===== src/rtl/alu_pkg.sv =====
// Shared constants for the EX-stage ALU decoder and the multiply/divide unit:
// ALU operation codes, opcode/funct encodings and the sequencer state type.
package alu_pkg;

  localparam logic [4:0] ALU_PASS = 5'h00;
  localparam logic [4:0] ALU_ADD  = 5'h01;
  localparam logic [4:0] ALU_SUB  = 5'h02;
  localparam logic [4:0] ALU_AND  = 5'h03;
  localparam logic [4:0] ALU_OR   = 5'h04;
  localparam logic [4:0] ALU_XOR  = 5'h05;
  localparam logic [4:0] ALU_NOR  = 5'h06;
  localparam logic [4:0] ALU_SLL  = 5'h07;
  localparam logic [4:0] ALU_SRL  = 5'h08;
  localparam logic [4:0] ALU_SLT  = 5'h09;
  localparam logic [4:0] ALU_MD   = 5'h0A;

  localparam logic [5:0] OP_RTYPE = 6'h00;
  localparam logic [5:0] OP_J     = 6'h02;
  localparam logic [5:0] OP_JAL   = 6'h03;
  localparam logic [5:0] OP_BEQ   = 6'h04;
  localparam logic [5:0] OP_BNE   = 6'h05;
  localparam logic [5:0] OP_ADDI  = 6'h08;
  localparam logic [5:0] OP_ADDIU = 6'h09;
  localparam logic [5:0] OP_SLTI  = 6'h0A;
  localparam logic [5:0] OP_SLTIU = 6'h0B;
  localparam logic [5:0] OP_ANDI  = 6'h0C;
  localparam logic [5:0] OP_ORI   = 6'h0D;
  localparam logic [5:0] OP_XORI  = 6'h0E;
  localparam logic [5:0] OP_LUI   = 6'h0F;
  localparam logic [5:0] OP_LW    = 6'h23;
  localparam logic [5:0] OP_SW    = 6'h2B;

  localparam logic [5:0] F_SLL   = 6'h00;
  localparam logic [5:0] F_SRL   = 6'h02;
  localparam logic [5:0] F_SRA   = 6'h03;
  localparam logic [5:0] F_JR    = 6'h08;
  localparam logic [5:0] F_JALR  = 6'h09;
  localparam logic [5:0] F_MFHI  = 6'h10;
  localparam logic [5:0] F_MTHI  = 6'h11;
  localparam logic [5:0] F_MFLO  = 6'h12;
  localparam logic [5:0] F_MTLO  = 6'h13;
  localparam logic [5:0] F_MULT  = 6'h18;
  localparam logic [5:0] F_MULTU = 6'h19;
  localparam logic [5:0] F_DIV   = 6'h1A;
  localparam logic [5:0] F_DIVU  = 6'h1B;
  localparam logic [5:0] F_ADD   = 6'h20;
  localparam logic [5:0] F_ADDU  = 6'h21;
  localparam logic [5:0] F_SUB   = 6'h22;
  localparam logic [5:0] F_SUBU  = 6'h23;
  localparam logic [5:0] F_AND   = 6'h24;
  localparam logic [5:0] F_OR    = 6'h25;
  localparam logic [5:0] F_XOR   = 6'h26;
  localparam logic [5:0] F_NOR   = 6'h27;
  localparam logic [5:0] F_SLT   = 6'h2A;
  localparam logic [5:0] F_SLTU  = 6'h2B;

  typedef enum logic [1:0] {
    IDLE = 2'd0,
    MUL  = 2'd1,
    DIV  = 2'd2,
    FIX  = 2'd3
  } md_state_t;

  // Every funct that touches HI/LO and therefore must wait for the sequencer.
  function automatic logic is_md_funct(input logic [5:0] f);
    return (f == F_MFHI) || (f == F_MTHI) || (f == F_MFLO) || (f == F_MTLO) ||
           (f == F_MULT) || (f == F_MULTU) || (f == F_DIV) || (f == F_DIVU);
  endfunction

endpackage


===== src/rtl/md_iter.sv =====
// Iterative multiply/divide sequencer: magnitude shift-add / restoring
// shift-subtract over DATA_W cycles, followed by one sign-correction cycle.
module md_iter
  import alu_pkg::*;
#(
  parameter int DATA_W = 32
) (
  input  logic              clk,
  input  logic              reset,
  input  logic              start,
  input  logic              start_div,
  input  logic              start_signed,
  input  logic [DATA_W-1:0] a,
  input  logic [DATA_W-1:0] b,
  output logic              busy,
  output logic              done,
  output logic [DATA_W-1:0] hi_res,
  output logic [DATA_W-1:0] lo_res
);

  localparam int CNT_W = $clog2(DATA_W + 1);

  md_state_t           state;
  logic [2*DATA_W-1:0] acc;
  logic [DATA_W-1:0]   opb;
  logic [DATA_W-1:0]   raw_a;
  logic [CNT_W-1:0]    cnt;
  logic                is_div;
  logic                neg_lo;
  logic                neg_hi;
  logic                div_zero;

  logic [DATA_W-1:0]   abs_a;
  logic [DATA_W-1:0]   abs_b;
  logic [DATA_W:0]     mul_sum;
  logic [2*DATA_W-1:0] mul_next;
  logic [DATA_W:0]     div_shift;
  logic [DATA_W:0]     div_diff;
  logic [2*DATA_W-1:0] div_next;
  logic [2*DATA_W-1:0] prod_fix;

  assign abs_a = (start_signed && a[DATA_W-1]) ? -a : a;
  assign abs_b = (start_signed && b[DATA_W-1]) ? -b : b;

  // acc = {partial product, remaining multiplier bits}; carry shifts back in.
  assign mul_sum  = {1'b0, acc[2*DATA_W-1:DATA_W]} + (acc[0] ? {1'b0, opb} : '0);
  assign mul_next = {mul_sum, acc[DATA_W-1:1]};

  // acc = {partial remainder, dividend bits becoming quotient bits}.
  assign div_shift = acc[2*DATA_W-1:DATA_W-1];
  assign div_diff  = div_shift - {1'b0, opb};
  assign div_next  = div_diff[DATA_W] ? {acc[2*DATA_W-2:0], 1'b0}
                                      : {div_diff[DATA_W-1:0], acc[DATA_W-2:0], 1'b1};

  assign busy = (state != IDLE);
  assign done = (state == FIX);

  always_ff @(posedge clk or posedge reset) begin
    if (reset) begin
      state    <= IDLE;
      acc      <= '0;
      opb      <= '0;
      raw_a    <= '0;
      cnt      <= '0;
      is_div   <= 1'b0;
      neg_lo   <= 1'b0;
      neg_hi   <= 1'b0;
      div_zero <= 1'b0;
    end else begin
      case (state)
        IDLE: begin
          if (start) begin
            acc      <= {{DATA_W{1'b0}}, (start_div ? abs_a : abs_b)};
            opb      <= start_div ? abs_b : abs_a;
            raw_a    <= a;
            cnt      <= CNT_W'(DATA_W);
            is_div   <= start_div;
            neg_lo   <= start_signed && (a[DATA_W-1] ^ b[DATA_W-1]);
            neg_hi   <= start_signed && (start_div ? a[DATA_W-1]
                                                   : (a[DATA_W-1] ^ b[DATA_W-1]));
            div_zero <= (b == '0);
            state    <= start_div ? DIV : MUL;
          end
        end
        MUL: begin
          acc <= mul_next;
          cnt <= cnt - CNT_W'(1);
          if (cnt == CNT_W'(1)) state <= FIX;
        end
        DIV: begin
          acc <= div_next;
          cnt <= cnt - CNT_W'(1);
          if (cnt == CNT_W'(1)) state <= FIX;
        end
        FIX: begin
          state <= IDLE;
        end
        default: state <= IDLE;
      endcase
    end
  end

  // Sign correction; divide by zero bypasses it and reports the raw dividend.
  always_comb begin
    prod_fix = neg_lo ? -acc : acc;
    hi_res   = '0;
    lo_res   = '0;
    if (!is_div) begin
      hi_res = prod_fix[2*DATA_W-1:DATA_W];
      lo_res = prod_fix[DATA_W-1:0];
    end else if (div_zero) begin
      hi_res = raw_a;
      lo_res = '1;
    end else begin
      hi_res = neg_hi ? -acc[2*DATA_W-1:DATA_W] : acc[2*DATA_W-1:DATA_W];
      lo_res = neg_lo ? -acc[DATA_W-1:0] : acc[DATA_W-1:0];
    end
  end

endmodule


===== src/rtl/alu_md_control.sv =====
// EX-stage ALU decoder with HI/LO registers, multiply/divide sequencer and
// the stall that holds dependent md instructions while the unit is busy.
module alu_md_control
  import alu_pkg::*;
#(
  parameter int DATA_W = 32,
  parameter bit MD_EN  = 1'b1
) (
  input  logic              clk,
  input  logic              reset,
  input  logic              valid_i,
  input  logic [5:0]        opcode,
  input  logic [5:0]        funct,
  input  logic [DATA_W-1:0] rs_val,
  input  logic [DATA_W-1:0] rt_val,
  output logic [4:0]        alu_ctrl,
  output logic              sign,
  output logic [DATA_W-1:0] md_result,
  output logic              stall,
  output logic              busy
);

  logic              is_r;
  logic              md_op;
  logic              accept;
  logic [DATA_W-1:0] hi_q;
  logic [DATA_W-1:0] lo_q;

  assign is_r   = (opcode == OP_RTYPE);
  assign md_op  = MD_EN && valid_i && is_r && is_md_funct(funct);
  assign stall  = md_op && busy;
  assign accept = md_op && !busy;

  always_comb begin
    alu_ctrl = ALU_PASS;
    sign     = 1'b1;
    if (is_r) begin
      case (funct)
        F_ADD:  alu_ctrl = ALU_ADD;
        F_ADDU: begin alu_ctrl = ALU_ADD; sign = 1'b0; end
        F_SUB:  alu_ctrl = ALU_SUB;
        F_SUBU: begin alu_ctrl = ALU_SUB; sign = 1'b0; end
        F_AND:  alu_ctrl = ALU_AND;
        F_OR:   alu_ctrl = ALU_OR;
        F_XOR:  alu_ctrl = ALU_XOR;
        F_NOR:  alu_ctrl = ALU_NOR;
        F_SLL:  begin alu_ctrl = ALU_SLL; sign = 1'b0; end
        F_SRL:  begin alu_ctrl = ALU_SRL; sign = 1'b0; end
        F_SRA:  alu_ctrl = ALU_SRL;
        F_SLT:  alu_ctrl = ALU_SLT;
        F_SLTU: begin alu_ctrl = ALU_SLT; sign = 1'b0; end
        F_MFHI, F_MFLO: begin
          if (MD_EN) alu_ctrl = ALU_MD;
        end
        F_MULTU, F_DIVU: begin
          if (MD_EN) sign = 1'b0;
        end
        default: ;
      endcase
    end else begin
      case (opcode)
        OP_ADDI:        alu_ctrl = ALU_ADD;
        OP_ADDIU:       begin alu_ctrl = ALU_ADD; sign = 1'b0; end
        OP_SLTI:        alu_ctrl = ALU_SLT;
        OP_SLTIU:       begin alu_ctrl = ALU_SLT; sign = 1'b0; end
        OP_ANDI:        alu_ctrl = ALU_AND;
        OP_ORI:         alu_ctrl = ALU_OR;
        OP_XORI:        alu_ctrl = ALU_XOR;
        OP_LW, OP_SW:   alu_ctrl = ALU_ADD;
        OP_BEQ, OP_BNE: alu_ctrl = ALU_SUB;
        default: ;
      endcase
    end
  end

  always_comb begin
    md_result = '0;
    if (MD_EN && is_r) begin
      if (funct == F_MFHI)      md_result = hi_q;
      else if (funct == F_MFLO) md_result = lo_q;
    end
  end

  generate
    if (MD_EN) begin : g_md
      logic              iter_done;
      logic [DATA_W-1:0] iter_hi;
      logic [DATA_W-1:0] iter_lo;
      logic              start_md;
      logic              start_div;

      assign start_md  = accept && ((funct == F_MULT) || (funct == F_MULTU) ||
                                    (funct == F_DIV)  || (funct == F_DIVU));
      assign start_div = (funct == F_DIV) || (funct == F_DIVU);

      md_iter #(.DATA_W(DATA_W)) u_iter (
        .clk          (clk),
        .reset        (reset),
        .start        (start_md),
        .start_div    (start_div),
        .start_signed ((funct == F_MULT) || (funct == F_DIV)),
        .a            (rs_val),
        .b            (rt_val),
        .busy         (busy),
        .done         (iter_done),
        .hi_res       (iter_hi),
        .lo_res       (iter_lo)
      );

      // mthi/mtlo can never coincide with FIX because they stall while busy.
      always_ff @(posedge clk or posedge reset) begin
        if (reset) begin
          hi_q <= '0;
          lo_q <= '0;
        end else if (iter_done) begin
          hi_q <= iter_hi;
          lo_q <= iter_lo;
        end else if (accept && funct == F_MTHI) begin
          hi_q <= rs_val;
        end else if (accept && funct == F_MTLO) begin
          lo_q <= rs_val;
        end
      end
    end else begin : g_no_md
      assign busy = 1'b0;
      assign hi_q = '0;
      assign lo_q = '0;
    end
  endgenerate

endmodule


===== config.mk =====
export PLATFORM = sky130hd
export DESIGN_NAME = alu_md_control
export DESIGN_NICKNAME = d
export VERILOG_FILES = /design/src/rtl/alu_pkg.sv /design/src/rtl/md_iter.sv /design/src/rtl/alu_md_control.sv
export SDC_FILE = /design/constraint.sdc
export NUM_CORES = 1
export LEC_CHECK = 0
export ABC_AREA = 1
export CELL_PAD_IN_SITES_DETAIL_PLACEMENT = 0
export CELL_PAD_IN_SITES_GLOBAL_PLACEMENT = 1
export CORE_UTILIZATION = 33
export CTS_BUF_LIST = sky130_fd_sc_hd__clkbuf_2
export DETAILED_ROUTE_END_ITERATION = 8
export GPL_ROUTABILITY_DRIVEN = 0
export PLACE_DENSITY = 0.64
export SKIP_LAST_GASP = 1
export SLEW_MARGIN = 0
export SYNTH_ARGS = -nofsm -noshare
export SYNTH_HDL_FRONTEND = slang
export SYNTH_SLANG_ARGS = --single-unit

===== constraint.sdc =====
create_clock -name clk -period 9.3 [get_ports clk]
set_clock_uncertainty 0.05 [all_clocks]
set_input_delay 1.86 -clock clk [delete_from_list [all_inputs] [get_ports clk]]
set_output_delay 1.86 -clock clk [all_outputs]
set_load 0.005 [all_outputs]

==> results.yml, run 1 <==
floorplan:
  dieWidth_um: 256
  floorplan.die_area_um2: 65400
  initial_utilization: 0.336
  core-area_um2: 63300
  ioPinCount: 119
  die-height_um: 256
  placement_rows: 92
worst_hold_path:
  worst_min_delay_path_class: "reg2reg"
synth:
  number_of_synthesized_flops_with_an_enable_pin: 0
  synth_simple_gate_area_frac: 0.430
  syn_area_um2: 21200
  synthesized_area_fraction_occupied_by_xor_and_xnor_cells: 0.0272
  synthCells: 3633
  synthAdderAreaFrac: 0.0461
  number_of_register_bits_inferred_by_synthesis: 204
  yosysUniqueCellTypes: 59
  synthesis.nets: 3789
  synth-warning-count: 0
  flip_flop_cell_with_the_highest_count_after_synthesis: "dfrtp_1"
  synth_sequential_area_ratio: 0.240
  synth.mux.area_fraction: 0
  avgSynthCellArea_um2: 5.85
  synth_compound_gate_area_share: 0.143
  synth_top_family_by_area: "simple AND/OR/NAND/NOR gates"
  synth_async_sr_flop_share: 1.00
critical_path:
  critPathMaxFanout: 33
  crit_path_start: "funct[1]"
  critical_path.endpoint: "md_result[30]"
  critPathCaptureType: "primary output"
  r2r-start: "g_md.u_iter.acc[32]"
  worst_r2r_path_depth: 17
  crit_path_top_delay_cell: "clkdlybuf4s50_1"
  critical_path.cell_chain: "clkdlybuf4s50_1, inv_1, nor4_4, buf_4, nand2_1, a21oi_1, clkdlybuf4s50_1"
  worst-path-stages: 7
  r2r-end: "g_md.u_iter.acc[61]"
  reg2reg_slack_ns: 5.40
  criticalPathCategory: "in2out"
  crit_family: "buffers and inverters"
  critical_path_arrival_ns: 4.18
  cp_data_required_time_ns: 7.39
  max_stage_delay_ns: 0.60
  total_buffers_and_inverters_traversed_by_the_critical_path: 4
  crit_top_cell: "clkdlybuf4s50_1"
  critical_path.startpoint_type: "input pin"
placed_design:
  io_buffer_count: 117
  place.detailed.hpwl_um: 79100
route:
  route.antenna.remaining_nets: 0
  post_drt_via_cell_ratio: 5.29
  vias: 24325
  routed_wirelength_um: 101000
  drc: 0
  drtIter0Drc: 2642
  detailedRoute.firstPassIterationCount: 6
  avgRoutedWirePerCell_um: 22.0
status:
  outcome: "complete, no violations"
clock_network:
  cts-root-to-sink-buffers: 3
  cts_tree: "built"
  post_cts_gate_resize_count: 0
  cts-buffers-inserted: 66
  holdBufCountCts: 0
  cts_setup_buffers: 0
  cts.reportedPaths.clkPinSlew_ns: 0.07
  clk-insertion-delay-late_ns: 1.11
  cts_root_buf: "clkbuf_2"
  cts_htree_levels: 3
  cts_num_sinks: 204
power_and_ir_drop:
  leakage_power_nw: 12.1
  max-vdd-ir-drop_mv: 0.222
  power_density_nw_per_um2: 250
global_routing:
  grt_antenna_before_repair: 3
  grt_first_pass_wirelength_um: 149000
  vias_in_the_first_global_route: 22553
  grt_max_degree: 91
  globalRoute.totalOverflow: 0
  groute.usage.overall: 0.303
sta:
  post-route-period-util: 0.655
  timing.slew.headroom: 0.224
  setup-tns-final_ns: 0
  timing_max_transition_violations_final: 0
  worstMarginPinSlew_ns: 1.16
  fin_crit_ns: 6.09
  rsz0062_at_grt: "no"
  setup_violations: 0
  maximum_clock_frequency_ghz: 0.164
  timing.hold.ws_ns: 0.444
  timing.final.hold_violations: 0
cells_and_area:
  layout-drive-gt1-share: 0.0603
  area_growth_pct: 11.2
  final_layout_net_count: 3863
flow_run:
  cap_violations: 0
==> routing by layer <==
metal  track usage  part of all wire  vias to the layer above
met5             0                 0                        -
met4        0.0878             0.029                        0
met3        0.0457             0.077                      156
met2         0.462              0.43                      944
met1         0.440              0.46                    11364
li1              -                 -                    11861
==> worst reg2reg max path, stage by stage, from the launching register on <==
cell and delay [ns]:
dfrtp_1 0.57, inv_1 0.35, fa_1 0.55, inv_1 0.13, nand2_1 0.06, nand2_1 0.13
nand3_1 0.10, nand2_2 0.12, nand2_1 0.09, nand2_2 0.10, nand2_4 0.08, nand3_1 0.37
nand3_1 0.62, nand2_1 0.20, nand2_1 0.08, nand2_1 0.06, nand2_1 0.05, nand2_1 0.09
==> cell families after synthesis <==
family          after synthesis
simple gates               2157
buf+inv                     597
other cells                   1
fa+ha+maj                    77
xor+xnor                     66
compound gates              531
flops                       204
==> cells in the mapped netlist (31+ instances only) <==
cell	n	area, um2
inv_1	438	1640
nand3_1	379	1900
xor2_1	53	464
o22ai_1	31	194
nor2_1	342	1280
a21oi_1	167	836
dfrtp_1	204	5100
nand4_1	33	206
ha_1	75	938
nor3_1	37	185
clkbuf_1	76	285
buf_2	34	170
o211ai_1	44	330
nand2_1	1260	4730
o21ai_0	196	981
==> registers in the layout (all words and copies together) (netlist names) <==
register / flops
g_md.u_iter.opb: 32
hi_q: 32
g_md.u_iter.cnt: 6
lo_q: 32
g_md.u_iter.raw_a: 32
g_md.u_iter.acc: 64
g_md.u_iter.neg_hi: 1
g_md.u_iter.state: 2
g_md.u_iter.div_zero: 1
g_md.u_iter.is_div: 1
g_md.u_iter.neg_lo: 1
==> stage by stage <==
step	power (mW)	setup slack, ns	cell area, um2	util	instances
after floorplan	3.76	1.82	21200	-	3633
after global placement	5.09	3.29	23000	0.364	4485
after detailed placement	5.06	3.24	23000	0.364	4485
after CTS	5.86	3.24	23600	0.373	4597
after global routing	6.34	3.02	23600	0.373	4600
final	5.91	3.21	23600	0.373	4600
==> worst min path at each step <==
stage,startpoint,to,slack (ns),depth (start not counted)
global route,g_md.u_iter.raw_a[26],g_md.u_iter.raw_a[26],0.47,2
CTS,lo_q[2],lo_q[2],0.45,2
floorplan,g_md.u_iter.raw_a[0],g_md.u_iter.raw_a[0],0.40,2
finish,lo_q[8],lo_q[8],0.44,2
global placement,g_md.u_iter.raw_a[23],g_md.u_iter.raw_a[23],0.42,2
detailed placement,lo_q[3],lo_q[3],0.42,2
==> report_power, final <==
| group | internal, mW | leakage, nW | switching (mW) |
|---|---|---|---|
| Combinational | 1.03 | 9.11 | 2.54 |
| Clock | 0.277 | 0.440 | 0.499 |
| Sequential | 1.16 | 2.50 | 0.406 |
| Total | 2.46 | 12.1 | 3.45 |
==> cell usage in the layout, fill, tap and decap left out, drive strengths merged, types with 8 or more instances in the layout <==
master	synthesis	layout
nand2	1276	1276
inv	454	456
nand3	390	390
nor2	360	360
o21ai	218	218
dfrtp	204	204
a21oi	168	168
clkdlybuf4s50	0	117
clkbuf	76	92
ha	75	75
xor2	53	53
o211ai	44	44
nor3	38	38
nand4	34	34
o22ai	31	31
buf	63	28
or2	25	25
nand3b	22	22
a22o	21	21
clkinv	4	21
xnor2	13	13
o21a	8	8
o21bai	8	8
a22oi	8	8
==> final cells by class <==
type	count	area, um2
Tap cell	846	1060
Sequential cell	204	5110
Timing Repair Buffer	145	1380
Fill cell	7270	39700
Clock buffer	92	460
Antenna cell	3	7.51
Multi-Input combinational cell	2832	13800
Inverter	458	1730
Clock inverter	20	115
Note: power is estimated with default switching activity, not from simulation.
==> run 2, diff against run 1 <==
==> constraint.sdc (replaced) <==
create_clock -name clk -period 6 [get_ports clk]
set_clock_uncertainty 0.05 [all_clocks]
set_input_delay 1.2 -clock clk [delete_from_list [all_inputs] [get_ports clk]]
set_output_delay 1.2 -clock clk [all_outputs]
set_load 0.005 [all_outputs]
==> results.yml, run 2 (synthesized netlist as in run 1, its figures left out) <==
sta:
  post-route-period-util: 0.784
  timing.final.hold_violations: 0
  final_critical_path_setup_slack_ns: 1.30
  maximum_clock_frequency_ghz: 0.213
  rsz0062_at_grt: "no"
  setup-tns-final_ns: 0
  setup_violations: 0
  timing.slew.headroom: 0.205
  timing_max_transition_violations_final: 0
  worstMarginPinSlew_ns: 1.19
  fin_crit_ns: 4.70
placed_design:
  dpl_worst_slack_ns: 1.30
  placed_insts: 4487
  io_buffer_count: 117
  place.detailed.hpwl_um: 79500
critical_path:
  crit_path_start: "funct[1]"
  criticalPathCategory: "in2out"
  critPathCaptureType: "primary output"
  worst_r2r_path_depth: 15
  cp_data_required_time_ns: 4.75
  critPathMaxFanout: 33
  r2r-end: "g_md.u_iter.acc[52]"
  critical_path.startpoint_type: "input pin"
  r2r-start: "g_md.u_iter.acc[54]"
  critical_path_arrival_ns: 3.45
  reg2reg_slack_ns: 2.05
  critical_path.endpoint: "md_result[21]"
global_routing:
  grt_first_pass_wirelength_um: 148000
  vias_in_the_first_global_route: 22330
  grt_antenna_before_repair: 4
  groute.usage.overall: 0.302
  globalRoute.totalOverflow: 0
  grt_max_degree: 131
flow_run:
  cap_violations: 0
power_and_ir_drop:
  leakage_power_nw: 12.1
  max-vdd-ir-drop_mv: 0.321
  power_density_nw_per_um2: 391
  totalPowerFinal_mw: 9.28
cells_and_area:
  largest_register_ffs: 64
  mostFrequentLayoutCell: "nand2_1"
  area_growth_pct: 11.7
  most_used_cells_in_the_layout_excluding_fill_and_tap_cells: "nand2_1, inv_1, nand3_1, nor2_1, dfrtp_1"
  fin_cells: 4615
  layout-drive-gt1-share: 0.0619
  final_layout_net_count: 3867
  reg_with_most_ffs: "g_md.u_iter.acc"
clock_network:
  cts-root-to-sink-buffers: 3
  cts_htree_levels: 3
  cts.reportedPaths.clkPinSlew_ns: 0.08
  cts_num_sinks: 204
  cts_tree: "built"
  post_cts_gate_resize_count: 0
  cts_setup_buffers: 0
  cts-buffers-inserted: 68
  holdBufCountCts: 0
  clk-insertion-delay-late_ns: 1.11
  cts_root_buf: "clkbuf_2"
status:
  outcome: "complete, no violations"
floorplan:
  core-area_um2: 63300
  die-height_um: 256
  dieWidth_um: 256
  ioPinCount: 119
  initial_utilization: 0.336
  placement_rows: 92
  floorplan.die_area_um2: 65400
route:
  detailedRoute.firstPassIterationCount: 5
  routed_wirelength_um: 101000
  vias: 24272
  drc: 0
  post_drt_via_cell_ratio: 5.26
  avgRoutedWirePerCell_um: 21.9
  drtIter0Drc: 2373
  route.antenna.remaining_nets: 0
worst_hold_path:
  worst_min_delay_path_class: "reg2reg"
run 2: power breakdown:
group	switching [mW]	leakage (nW)	internal, mW
Sequential	0.638	2.50	1.79
Clock	0.791	0.482	0.496
Combinational	3.96	9.11	1.60
run 2: worst min-delay path by stage:
| stage | startpoint | endpoint | slack, ns | depth (start not counted) |
|---|---|---|---|---|
| after detailed placement | lo_q[1] | lo_q[1] | 0.42 | 2 |
| after CTS | reset | hi_q[27] | 0.44 | 2 |
| after global placement | g_md.u_iter.raw_a[29] | g_md.u_iter.raw_a[29] | 0.42 | 2 |
| final | lo_q[1] | lo_q[1] | 0.44 | 2 |
| after floorplan | g_md.u_iter.raw_a[0] | g_md.u_iter.raw_a[0] | 0.40 | 2 |
| after global routing | lo_q[12] | lo_q[12] | 0.47 | 2 |
run 2: final cells by class:
type / instances / area (um2)
fillers: 7335 / 39600
multi-input cells: 2832 / 13800
flip-flops and latches: 204 / 5110
inverters: 458 / 1720
repair buffers: 147 / 1410
well taps: 846 / 1060
clock buffers: 97 / 485
clock inverters: 27 / 163
diodes: 4 / 10.0
run 2: through the flow:
step | instance area, um2 | hold slack, ns | util
global route | 23700 | 0.469 | 0.375
CTS | 23700 | 0.438 | 0.375
finish | 23700 | 0.437 | 0.375
detailed placement | 23100 | 0.419 | 0.364
global placement | 23100 | 0.420 | 0.364
floorplan | 21200 | 0.398 | -
run 2: worst max-delay path: stages:
cell and delay (ns):
clkdlybuf4s50_1 0.60, inv_1 0.20, nor4_4 0.28, buf_4 0.36
nand2_1 0.09, a21oi_1 0.15, clkdlybuf4s50_1 0.53
run 2: per-layer routing:
metal	global-route usage	wire, um	up-vias
met2	0.466	44300	859
met5	0	13	-
met4	0.0893	2920	2
met3	0.0378	6320	135
met1	0.438	47500	11376
li1	-	-	11900
==> run 3, diff against run 2 <==
--- a/config.mk
+++ b/config.mk
@@ -12,7 +12,7 @@
 export CTS_BUF_LIST = sky130_fd_sc_hd__clkbuf_2
 export DETAILED_ROUTE_END_ITERATION = 8
 export GPL_ROUTABILITY_DRIVEN = 0
-export PLACE_DENSITY = 0.64
+export PLACE_DENSITY = 0.66
 export SKIP_LAST_GASP = 1
 export SLEW_MARGIN = 0
 export SYNTH_ARGS = -nofsm -noshare
==> constraint.sdc (replaced) <==
create_clock -name clk -period 4.28 [get_ports clk]
set_clock_uncertainty 0.05 [all_clocks]
set_input_delay 0.856 -clock clk [delete_from_list [all_inputs] [get_ports clk]]
set_output_delay 0.856 -clock clk [all_outputs]
set_load 0.005 [all_outputs]
==> results.yml, run 3 (synthesized netlist as in run 1, its figures left out) <==
global_routing:
  vias_in_the_first_global_route: 22733
  groute.usage.overall: 0.302
  grt_max_degree: 91
  grt_antenna_before_repair: 6
  grt_first_pass_wirelength_um: 149000
  globalRoute.totalOverflow: 0
cells_and_area:
  fin_cells: 4643
  reg_with_most_ffs: "g_md.u_iter.acc"
  layout-drive-gt1-share: 0.0704
  largest_register_ffs: 64
  mostFrequentLayoutCell: "nand2_1"
  area_growth_pct: 13.0
  most_used_cells_in_the_layout_excluding_fill_and_tap_cells: "nand2_1, inv_1, nand3_1, nor2_1, dfrtp_1"
  fillers: 7266
  reg_area_um2: 5110
  final_layout_net_count: 3900
  multi_input_area_um2: 13800
sta:
  timing.slew.headroom: 0.294
  timing.final.hold_violations: 0
  final_critical_path_setup_slack_ns: 0.373
  post-route-period-util: 0.913
  timing.hold.ws_ns: 0.352
  timing_max_transition_violations_final: 0
  rsz0062_at_grt: "no"
  maximum_clock_frequency_ghz: 0.256
  setup_violations: 0
  worstMarginPinSlew_ns: 1.06
  fin_crit_ns: 3.91
  setup-tns-final_ns: 0
clock_network:
  cts_tree: "built"
  cts_num_sinks: 204
  post_cts_gate_resize_count: 0
  cts_setup_buffers: 0
  holdBufCountCts: 0
  cts.reportedPaths.clkPinSlew_ns: 0.10
  cts_root_buf: "clkbuf_2"
  cts-buffers-inserted: 67
  cts_htree_levels: 3
  cts-root-to-sink-buffers: 3
  clk-insertion-delay-late_ns: 1.05
placed_design:
  place.detailed.hpwl_um: 81600
  io_buffer_count: 117
  placed_insts: 4521
  dpl_worst_slack_ns: 0.361
critical_path:
  cp_data_required_time_ns: 3.37
  criticalPathCategory: "in2out"
  critical_path_arrival_ns: 3.00
  critical_path.startpoint_type: "input pin"
  reg2reg_slack_ns: 0.71
  critPathCaptureType: "primary output"
  critPathMaxFanout: 33
route:
  wl_met2_um: 44100
  wirelength_met1_um: 47000
  vias: 24781
  post_drt_via_cell_ratio: 5.34
  detailedRoute.firstPassIterationCount: 6
  drc: 0
  drtIter0Drc: 2661
  routed_wirelength_um: 101000
  avgRoutedWirePerCell_um: 21.8
  route.top_layer_used: "met5"
  met3_wirelength_um: 7460
  route.antenna.remaining_nets: 0
worst_hold_path:
  worst_min_delay_path_class: "in2async"
power_and_ir_drop:
  max-vdd-ir-drop_mv: 0.304
  totalPowerFinal_mw: 13.0
  leakage_power_nw: 12.3
  power_density_nw_per_um2: 542
floorplan:
  die-height_um: 256
  dieWidth_um: 256
  placement_rows: 92
  core-area_um2: 63300
  ioPinCount: 119
  floorplan.die_area_um2: 65400
  initial_utilization: 0.336
status:
  outcome: "complete, no violations"
flow_run:
  cap_violations: 0
[run 3: cell types whose count changed in the layout (fill, tap and decap cells not counted), moves of 2 or more]
cell      previous run  this run
clkinv_1            20        14
clkbuf_2            97       103
diode_2              4         2
buf_12               1         6
buf_4               29        58
clkinv_2             5         0
[run 3: path summary, 6_finish.rpt]
check                                            from                     to  cells after the start
worst max-delay path                         funct[1]          md_result[22]                      7
worst min-delay path                            reset                lo_q[8]                      2
worst max register to register    g_md.u_iter.acc[31]     g_md.u_iter.acc[0]                     16
worst min register to register  g_md.u_iter.raw_a[23]  g_md.u_iter.raw_a[23]                      2
max in group asynchronous                       reset    g_md.u_iter.opb[13]                      3
min in group clk                g_md.u_iter.raw_a[23]  g_md.u_iter.raw_a[23]                      2
[run 3: per-layer routing]
metal	track usage	vias up
li1	-	11949
met1	0.442	11709
met2	0.464	985
met3	0.0391	134
met4	0.0810	4
met5	0	-
[run 3: area by class of cell]
cell class,instances,area share
antenna,2,0.000209
clock buffer,103,0.0215
clock inverter,17,0.00412
inverter,458,0.0718
multi-input combinational,2832,0.574
sequential,204,0.213
tap,846,0.0441
timing repair buffer,181,0.0719
[run 3: where the power goes]
group	leakage (nW)	switching [mW]	internal [mW]	total [mW]
clock network	0.467	1.04	0.656	1.69
registers	2.50	0.746	2.52	3.26
logic	9.31	5.71	2.33	8.04
[run 3: critical path, cell delays in order]
cell             delay (ns)
clkdlybuf4s50_1        0.59
inv_1                  0.20
nor4_4                 0.33
buf_12                 0.23
nand2_1                0.07
a21oi_1                0.16
clkdlybuf4s50_1        0.53
[run 3: through the flow]
step / cell area, um2 / utilization
after floorplan: 21200 / -
after global placement: 23400 / 0.369
after detailed placement: 23400 / 0.369
after CTS: 24000 / 0.379
after global routing: 24000 / 0.379
final: 24000 / 0.379
